File: config.mk
export PLATFORM = sky130hd
export DESIGN_NAME = sync_edge_debouncer
export DESIGN_NICKNAME = d
export VERILOG_FILES = /design/src/rtl/sync_edge_debouncer.sv
export SDC_FILE = /design/constraint.sdc
export NUM_CORES = 1
export LEC_CHECK = 0
export CELL_PAD_IN_SITES_DETAIL_PLACEMENT = 0
export CELL_PAD_IN_SITES_GLOBAL_PLACEMENT = 1
export CORE_UTILIZATION = 44
export DETAILED_ROUTE_END_ITERATION = 16
export DONT_BUFFER_PORTS = 1
export MAX_ROUTING_LAYER = met4
export PLACE_DENSITY = 0.73
export SYNTH_ARGS = -nofsm -noshare
export SYNTH_HDL_FRONTEND = slang
export SYNTH_SLANG_ARGS = --single-unit
File: constraint.sdc
create_clock -name fast_clk -period 2.13 [get_ports fast_clk]
set_input_delay 0.213 -clock fast_clk [delete_from_list [all_inputs] [get_ports fast_clk]]
set_output_delay 0.213 -clock fast_clk [all_outputs]
set_load 0.1 [all_outputs]
File: src/rtl/sync_edge_debouncer.sv
// -----------------------------------------------------------------------------
// sync_edge_debouncer
//
// Debounces an already-synchronized level in the fast_clk domain. A change is
// accepted only after the input has differed from the debounced level for
// STABLE_CYCLES consecutive edges. Every accepted change yields a one-cycle
// rise/fall pulse, a saturating rising-edge count and a one-entry valid/ready
// event record with a sticky overflow flag.
//
// Parameters:
//   STABLE_CYCLES  consecutive differing samples needed to accept (1..255)
//   CNT_WIDTH      width of edge_count (1..32)
//
// Ports:
//   fast_clk       in   clock, all logic on the rising edge
//   rst            in   synchronous active-high reset
//   sync_in        in   synchronized input level
//   clear_cnt      in   synchronous clear of edge_count and overflow
//   event_ready    in   consumer accepts the held event record
//   level_out      out  debounced level
//   rise_pulse     out  one-cycle pulse on an accepted 0->1 change
//   fall_pulse     out  one-cycle pulse on an accepted 1->0 change
//   edge_count     out  saturating count of accepted rising edges
//   event_valid    out  event record held for the consumer
//   event_is_rise  out  type of the held event (1 = rise, 0 = fall)
//   overflow       out  sticky: an event was dropped while the record was full
// -----------------------------------------------------------------------------
module sync_edge_debouncer #(
   parameter int unsigned STABLE_CYCLES = 4,
   parameter int unsigned CNT_WIDTH     = 8
) (
   input  logic                 fast_clk,
   input  logic                 rst,
   input  logic                 sync_in,
   input  logic                 clear_cnt,
   input  logic                 event_ready,
   output logic                 level_out,
   output logic                 rise_pulse,
   output logic                 fall_pulse,
   output logic [CNT_WIDTH-1:0] edge_count,
   output logic                 event_valid,
   output logic                 event_is_rise,
   output logic                 overflow
);

   localparam int unsigned        SW       = $clog2(STABLE_CYCLES + 1);
   localparam logic [SW-1:0]      LAST_CNT = SW'(STABLE_CYCLES - 1);
   localparam logic [CNT_WIDTH-1:0] CNT_MAX = {CNT_WIDTH{1'b1}};

   typedef enum logic [1:0] {
      ST_STABLE_LOW  = 2'd0,
      ST_PEND_HIGH   = 2'd1,
      ST_STABLE_HIGH = 2'd2,
      ST_PEND_LOW    = 2'd3
   } state_t;

   state_t          state_r;
   logic [SW-1:0]   stable_cnt_r;
   logic            cur_level_s;
   logic            accept_s;
   logic            accept_rise_s;
   logic            accept_fall_s;
   logic            new_event_s;
   logic            drop_s;

   // Decode the current debounced level from the FSM state and detect acceptance.
   always_comb begin
      cur_level_s = 1'b0;
      case (state_r)
         ST_STABLE_LOW:  cur_level_s = 1'b0;
         ST_PEND_HIGH:   cur_level_s = 1'b0;
         ST_STABLE_HIGH: cur_level_s = 1'b1;
         ST_PEND_LOW:    cur_level_s = 1'b1;
         default:        cur_level_s = 1'b0;
      endcase
      accept_s      = (sync_in != cur_level_s) && (stable_cnt_r == LAST_CNT);
      accept_rise_s = accept_s & sync_in;
      accept_fall_s = accept_s & ~sync_in;
      new_event_s   = accept_rise_s | accept_fall_s;
      // A new event is lost only when the held record is not being consumed.
      drop_s        = new_event_s & event_valid & ~event_ready;
   end

   // Debounce FSM with registered level and edge pulses.
   always_ff @(posedge fast_clk) begin
      if (rst) begin
         state_r      <= ST_STABLE_LOW;
         stable_cnt_r <= '0;
         level_out    <= 1'b0;
         rise_pulse   <= 1'b0;
         fall_pulse   <= 1'b0;
      end else begin
         rise_pulse <= accept_rise_s;
         fall_pulse <= accept_fall_s;
         if (sync_in == cur_level_s) begin
            // Input agrees with the debounced level: discard any partial run.
            stable_cnt_r <= '0;
            state_r      <= cur_level_s ? ST_STABLE_HIGH : ST_STABLE_LOW;
         end else if (accept_s) begin
            stable_cnt_r <= '0;
            level_out    <= sync_in;
            state_r      <= sync_in ? ST_STABLE_HIGH : ST_STABLE_LOW;
         end else begin
            stable_cnt_r <= stable_cnt_r + SW'(1);
            state_r      <= cur_level_s ? ST_PEND_LOW : ST_PEND_HIGH;
         end
      end
   end

   // Saturating count of accepted rising edges; clear is applied before the increment.
   always_ff @(posedge fast_clk) begin
      if (rst) begin
         edge_count <= '0;
      end else if (accept_rise_s) begin
         if (clear_cnt) begin
            edge_count <= CNT_WIDTH'(1);
         end else if (edge_count == CNT_MAX) begin
            edge_count <= CNT_MAX;
         end else begin
            edge_count <= edge_count + CNT_WIDTH'(1);
         end
      end else if (clear_cnt) begin
         edge_count <= '0;
      end else begin
         edge_count <= edge_count;
      end
   end

   // One-entry event record with valid/ready handshake and sticky overflow.
   always_ff @(posedge fast_clk) begin
      if (rst) begin
         event_valid   <= 1'b0;
         event_is_rise <= 1'b0;
         overflow      <= 1'b0;
      end else begin
         if (new_event_s && !drop_s) begin
            event_valid   <= 1'b1;
            event_is_rise <= accept_rise_s;
         end else if (!new_event_s && event_valid && event_ready) begin
            event_valid   <= 1'b0;
         end else begin
            event_valid   <= event_valid;
         end
         // A drop in the same cycle as a clear leaves the flag set.
         if (drop_s) begin
            overflow <= 1'b1;
         end else if (clear_cnt) begin
            overflow <= 1'b0;
         end else begin
            overflow <= overflow;
         end
      end
   end

endmodule

# Yosys cells after proc, flatten, opt, wreduce, memory -nomap -nowiden
# Cells that the tools add are included.
[op_classes]
eq_ne = 7
add_sub_neg = 2
muxes = 14
reduce_logical = 14
bitwise = 8
[ops]
columns = ["op", "count"]
rows = [
  ["$mux 8", 4],
  ["$mux 2", 5],
  ["$add 8x1->8 const B", 1],
  ["$eq 8x8->1 const B", 1],
  ["$reduce_bool 2->1", 3],
  ["$and 1x1->1", 4],
  ["$eq 2x2->1 const B", 2],
  ["$logic_and 1x1->1", 4],
  ["$mux 1", 4],
  ["$reduce_or 2->1", 2],
  ["$add 3x1->3 const B", 1],
  ["$eq 3x2->1 const B", 1],
  ["$not 1->1", 3],
  ["$reduce_or 3->1", 1],
  ["$eq 2x1->1 const B", 1],
  ["$logic_not 1->1", 2],
  ["$logic_not 2->1", 1],
  ["$pmux 1 s2", 1],
  ["$reduce_and 2->1", 1],
  ["$eq 1x1->1", 1],
  ["$ne 1x1->1", 1],
  ["$or 1x1->1", 1],
]
[totals]
input_bits = 5
reg_bits = 19

# Depth between registers and ports, before layout
[depth]
depth_word = 12
depth_mapped = 7
depth_no_buf = 5

# Worst setup path before layout
# OpenSTA, ideal clock, no wires.
[synth_path]
path_type = "register -> register"
startpoint = "reg edge_count[0]"
endpoint = "reg edge_count[6]"
setup_time_ns = 0.073
n_path_buf = 0
slack_ns = 0.155
arrival_time_ns = 1.902
path_stages_with_launch = 5
required_time_ns = 2.057
synth_period_minus_slack_ns = 1.975
path_cell_list = "dfxtp_1 ha_1 nand3_1 nor3_1 mux2i_1"
[synth_between]
elab_chain_len = 4
elab_cells_between_ends = 5
[synth_lines]
columns = ["item", "line", "rtl"]
rows = [
  ["from (decl)", "40", "output logic [CNT_WIDTH-1:0] edge_count,"],
  ["from (signal assigned)", "120", "edge_count <= edge_count + CNT_WIDTH'(1);"],
  ["from (signal assigned)", "125", "edge_count <= edge_count;"],
  ["$add 8x1->8 / $eq 8x8->1 (equally long branches)", "120, 117", ""],
  ["$mux 8 (*)", "117", "end else if (edge_count == CNT_MAX) begin"],
  ["$mux 8 (*)", "115", "if (clear_cnt) begin"],
  ["$mux 8 (*)", "114", "end else if (accept_rise_s) begin"],
]
# Mark *: on every way between the ends. The rest lies on a longest branch, timed or not.
# A chain may end at the register's enable or synchronous reset.

# Worst setup path after layout
[layout_path]
startpoint = "reg stable_cnt_r[0]"
endpoint = "reg edge_count[7]"
[layout_between]
elab_chain_len = 4
elab_cells_between_ends = 5
[layout_lines]
columns = ["item", "line", "rtl"]
rows = [
  ["from (decl)", "58", "logic [SW-1:0] stable_cnt_r;"],
  ["from (signal assigned)", "104", "stable_cnt_r <= stable_cnt_r + SW'(1);"],
  ["$eq 3x2->1 (*)", "76", "accept_s = (sync_in != cur_level_s) && (stable_cnt_r == LAST_CNT);"],
  ["$logic_and 1x1->1 (*)", "76", ""],
  ["$and 1x1->1 (*)", "77", "accept_rise_s = accept_s & sync_in;"],
  ["$mux 8 / $reduce_bool 2->1 (equally long branches)", "n/a", ""],
]
# Marks and branches as above.

==> impl_metrics.csv <==
group,metric,value,unit
route,routed_wl,1748,um
floorplanning,core_region_area,0.001745,mm^2
global_route,grt.overflow.total,0,
critical_path,crit_chain,"ha_1 -> ha_1 -> nand3b_4 -> nor4_1 -> mux2_2",
placed_design,io_buffers,0,
route,drtIter0Drc,23,
final_layout,nets,117,
sta,final.period_utilization,85.32,%
critical_path,worstPathArrival,2.00,ns
critical_path,worstPathRequired,2.32,ns
placed_design,placed_area,938.4,um^2
final_layout,n_fill_cell,162,
route,antenna_left,0,
synthesis,synth_ff_type,"dfxtp_1",
final_layout,synthToLayoutAreaGrowth,19.73,%
final_layout,diodes,0,
global_route,antenna_found_initial,0,
critical_path,crit_type,"register to register",
synthesis,synth_seq_area_share,43.37,%
sta,setup_viol,0,
critical_path,critPathLaunchType,"register",
synthesis,synth_common_cells,"dfxtp_1 (18), nor2_1 (9), a21oi_1 (8), a211oi_1 (6), inv_1 (6)",
min_path,min_path_type,"input pin to register",
floorplanning,die_h,45.46,um
synthesis,synth_seq_cells,18,
sta,period_minus_slack,1.817,ns
status,status,"finished clean",
synthesis,yosysMostFrequentCell,"dfxtp_1",
clocking,clk_path_buf_depth,2,
floorplanning,die-width,45.46,um
power,peakVddDrop,454.5,uV
synthesis,ys_types,31,
route,drtPass1Iterations,4,
sta,worst_pin_slew,0.3657,ns
critical_path,path_common_cell,"ha_1",
route,wl_per_cell,13.14,um
clocking,cts_setup_buffers,0,
global_route,grt_pass1_vias,593,
synthesis,synth_top_area_cell,"dfxtp_1",
sta,finClkSkew,0.002367,ns
synthesis,syn_area_per_cell,9.030,um^2
final_layout,drive_gt1_share,20.37,%
power,powerDensity,576.3,mW/mm^2
synthesis,synthCells,92,
synthesis,synth_top_area_share,43.37,%
global_route,grt_usage,19.95,%
clocking,cts_buffers,3,
synthesis,synth_edf_count,0,
global_route,grt_pass1_wl,2815,um
job,maxCapViolations,0,
global_route,grt_start_max_net_pins,11,
placed_design,post-place-ws,0.3637,ns
clocking,clkSlewWorstSetupHoldPaths,0.10,ns
clocking,cts_tree,"yes",
clocking,cts-root-buf,"clkbuf_4",
synthesis,yosysWarnings,0,
route,vias,694,
sta,rsz0062_at_grt,"false",
final_layout,stdcell_area,994.7,um^2
final_layout,utilization,56.99,%
sta,fin_tns_setup,0,ns
floorplanning,pin_count,19,
power,leakage,0.4089,nW
critical_path,slowest_delay,0.37,ns
sta,final_max_slew_viol_count,0,
route,route.detailed.drc,0,
clocking,clkLatencyLatePin,0.29,ns
sta,hold_viol_final,0,
floorplanning,initial_core_util,47.60,%
sta,finalWorstSetupSlack,0.3126,ns
clocking,clock-sinks,18,
placed_design,gp_congestion,0.7884,
clocking,cts_max_level,1,
synthesis,netlist_area,830.8,um^2
placed_design,dp_hpwl,1250,um
floorplanning,rows,15,
critical_path,endpoint_kind,"register",
floorplanning,dieArea,0.002066,mm^2
synthesis,ys_async_sr_fraction,0,%
sta,fmax,550.2,MHz
synthesis,synth_fp_nets,100,
sta,slew_headroom,74.99,%
route,via_per_inst,5.218,
critical_path,slowest_stage,"mux2_2",
synthesis,synth_area_leaders,"dfxtp_1 (43%), a211oi_1 (5.4%), a21oi_1 (4.8%), ha_1 (4.5%), nor2_1 (4.1%)",
critical_path,cp_max_fo,9,
==> stage by stage <==
stage | hold slack [ns] | total power [mW] | std cells
after global routing | 0.07059 | 0.6021 | 133
final | 0.08577 | 0.5733 | 133
after detailed placement | 0.2857 | 0.3693 | 127
after global placement | 0.2849 | 0.3688 | 127
after floorplan | 0.3932 | 0.3708 | 92
after CTS | 0.07095 | 0.5792 | 133
==> state kept, by name, indices dropped and copies added, names as in the netlist <==
| signal | cells |
|---|---|
| level_out | 1 |
| rise_pulse | 1 |
| stable_cnt_r | 3 |
| edge_count | 8 |
| overflow | 1 |
| state_r | 1 |
| event_is_rise | 1 |
| event_valid | 1 |
| fall_pulse | 1 |
==> placed cells by master (no fill, tap or decap), types with 4 or more instances in the layout <==
cell type,Yosys,final
a21oi_1,8,8
buf_4,1,14
inv_1,6,6
nor2_1,9,9
nand2_1,4,4
and2_1,4,4
dfxtp_1,18,18
a211oi_1,6,6
==> worst max-delay path, delay by kind of cell (launching register included) <==
kind                     cells  cell delay [ns]
adder cells (fa/ha/maj)      2             0.51
flip-flops                   1             0.36
multiplexers                 1             0.37
AND/OR/NAND/NOR              2             0.48
==> area by class of cell <==
cell class	instances	area (um^2)	area share, %
Clock buffer	4	36.28	3.648
Inverter	6	22.52	2.264
Multi-Input combinational cell	64	419.2	42.14
Sequential cell	18	360.3	36.23
Tap cell	25	31.28	3.145
Timing Repair Buffer	16	125.1	12.58
==> layer usage <==
metal,track usage [%],vias to the layer above,part of all wire [%]
li1,-,358,-
met1,28.33,321,53
met2,26.00,13,43
met3,7.540,2,3.9
met4,5.455,0,0.74
met5,-,-,0
==> timing repair <==
item                      CTS  global route
gates resized for setup     0             0
hold buffers                2             0
hold endpoints to repair    8             0
==> cell families after synthesis <==
family	Yosys count	share of synthesized area, %
buffers and inverters	10	6.175
XOR/XNOR	2	2.109
multiplexers	3	3.765
flip-flops	18	43.37
AND/OR/NAND/NOR	34	23.49
adder cells (fa/ha/maj)	3	4.519
AO/OA/AOI/OAI	22	16.57
==> path summary, 6_finish.rpt <==
kind / to / slack [ns] / start / depth (start not counted)
max: edge_count[7]$_SDFFE_PP0P_ / 0.31 / stable_cnt_r[0]$_SDFF_PP0_ / 5
max reg2reg: edge_count[7]$_SDFFE_PP0P_ / 0.31 / stable_cnt_r[0]$_SDFF_PP0_ / 5
min: state_r[1]$_SDFF_PP0_ / 0.09 / sync_in / 2
min reg2reg: stable_cnt_r[0]$_SDFF_PP0_ / 0.45 / stable_cnt_r[0]$_SDFF_PP0_ / 1
==> where the power goes <==
part           leakage (nW)  switching (mW)  internal (mW)  total (mW)
sequential            0.145         0.00159          0.339       0.341
clock                0.0210           0.103          0.104       0.207
combinational         0.243          0.0161        0.00996      0.0261
(Power assumes the default switching activity.)
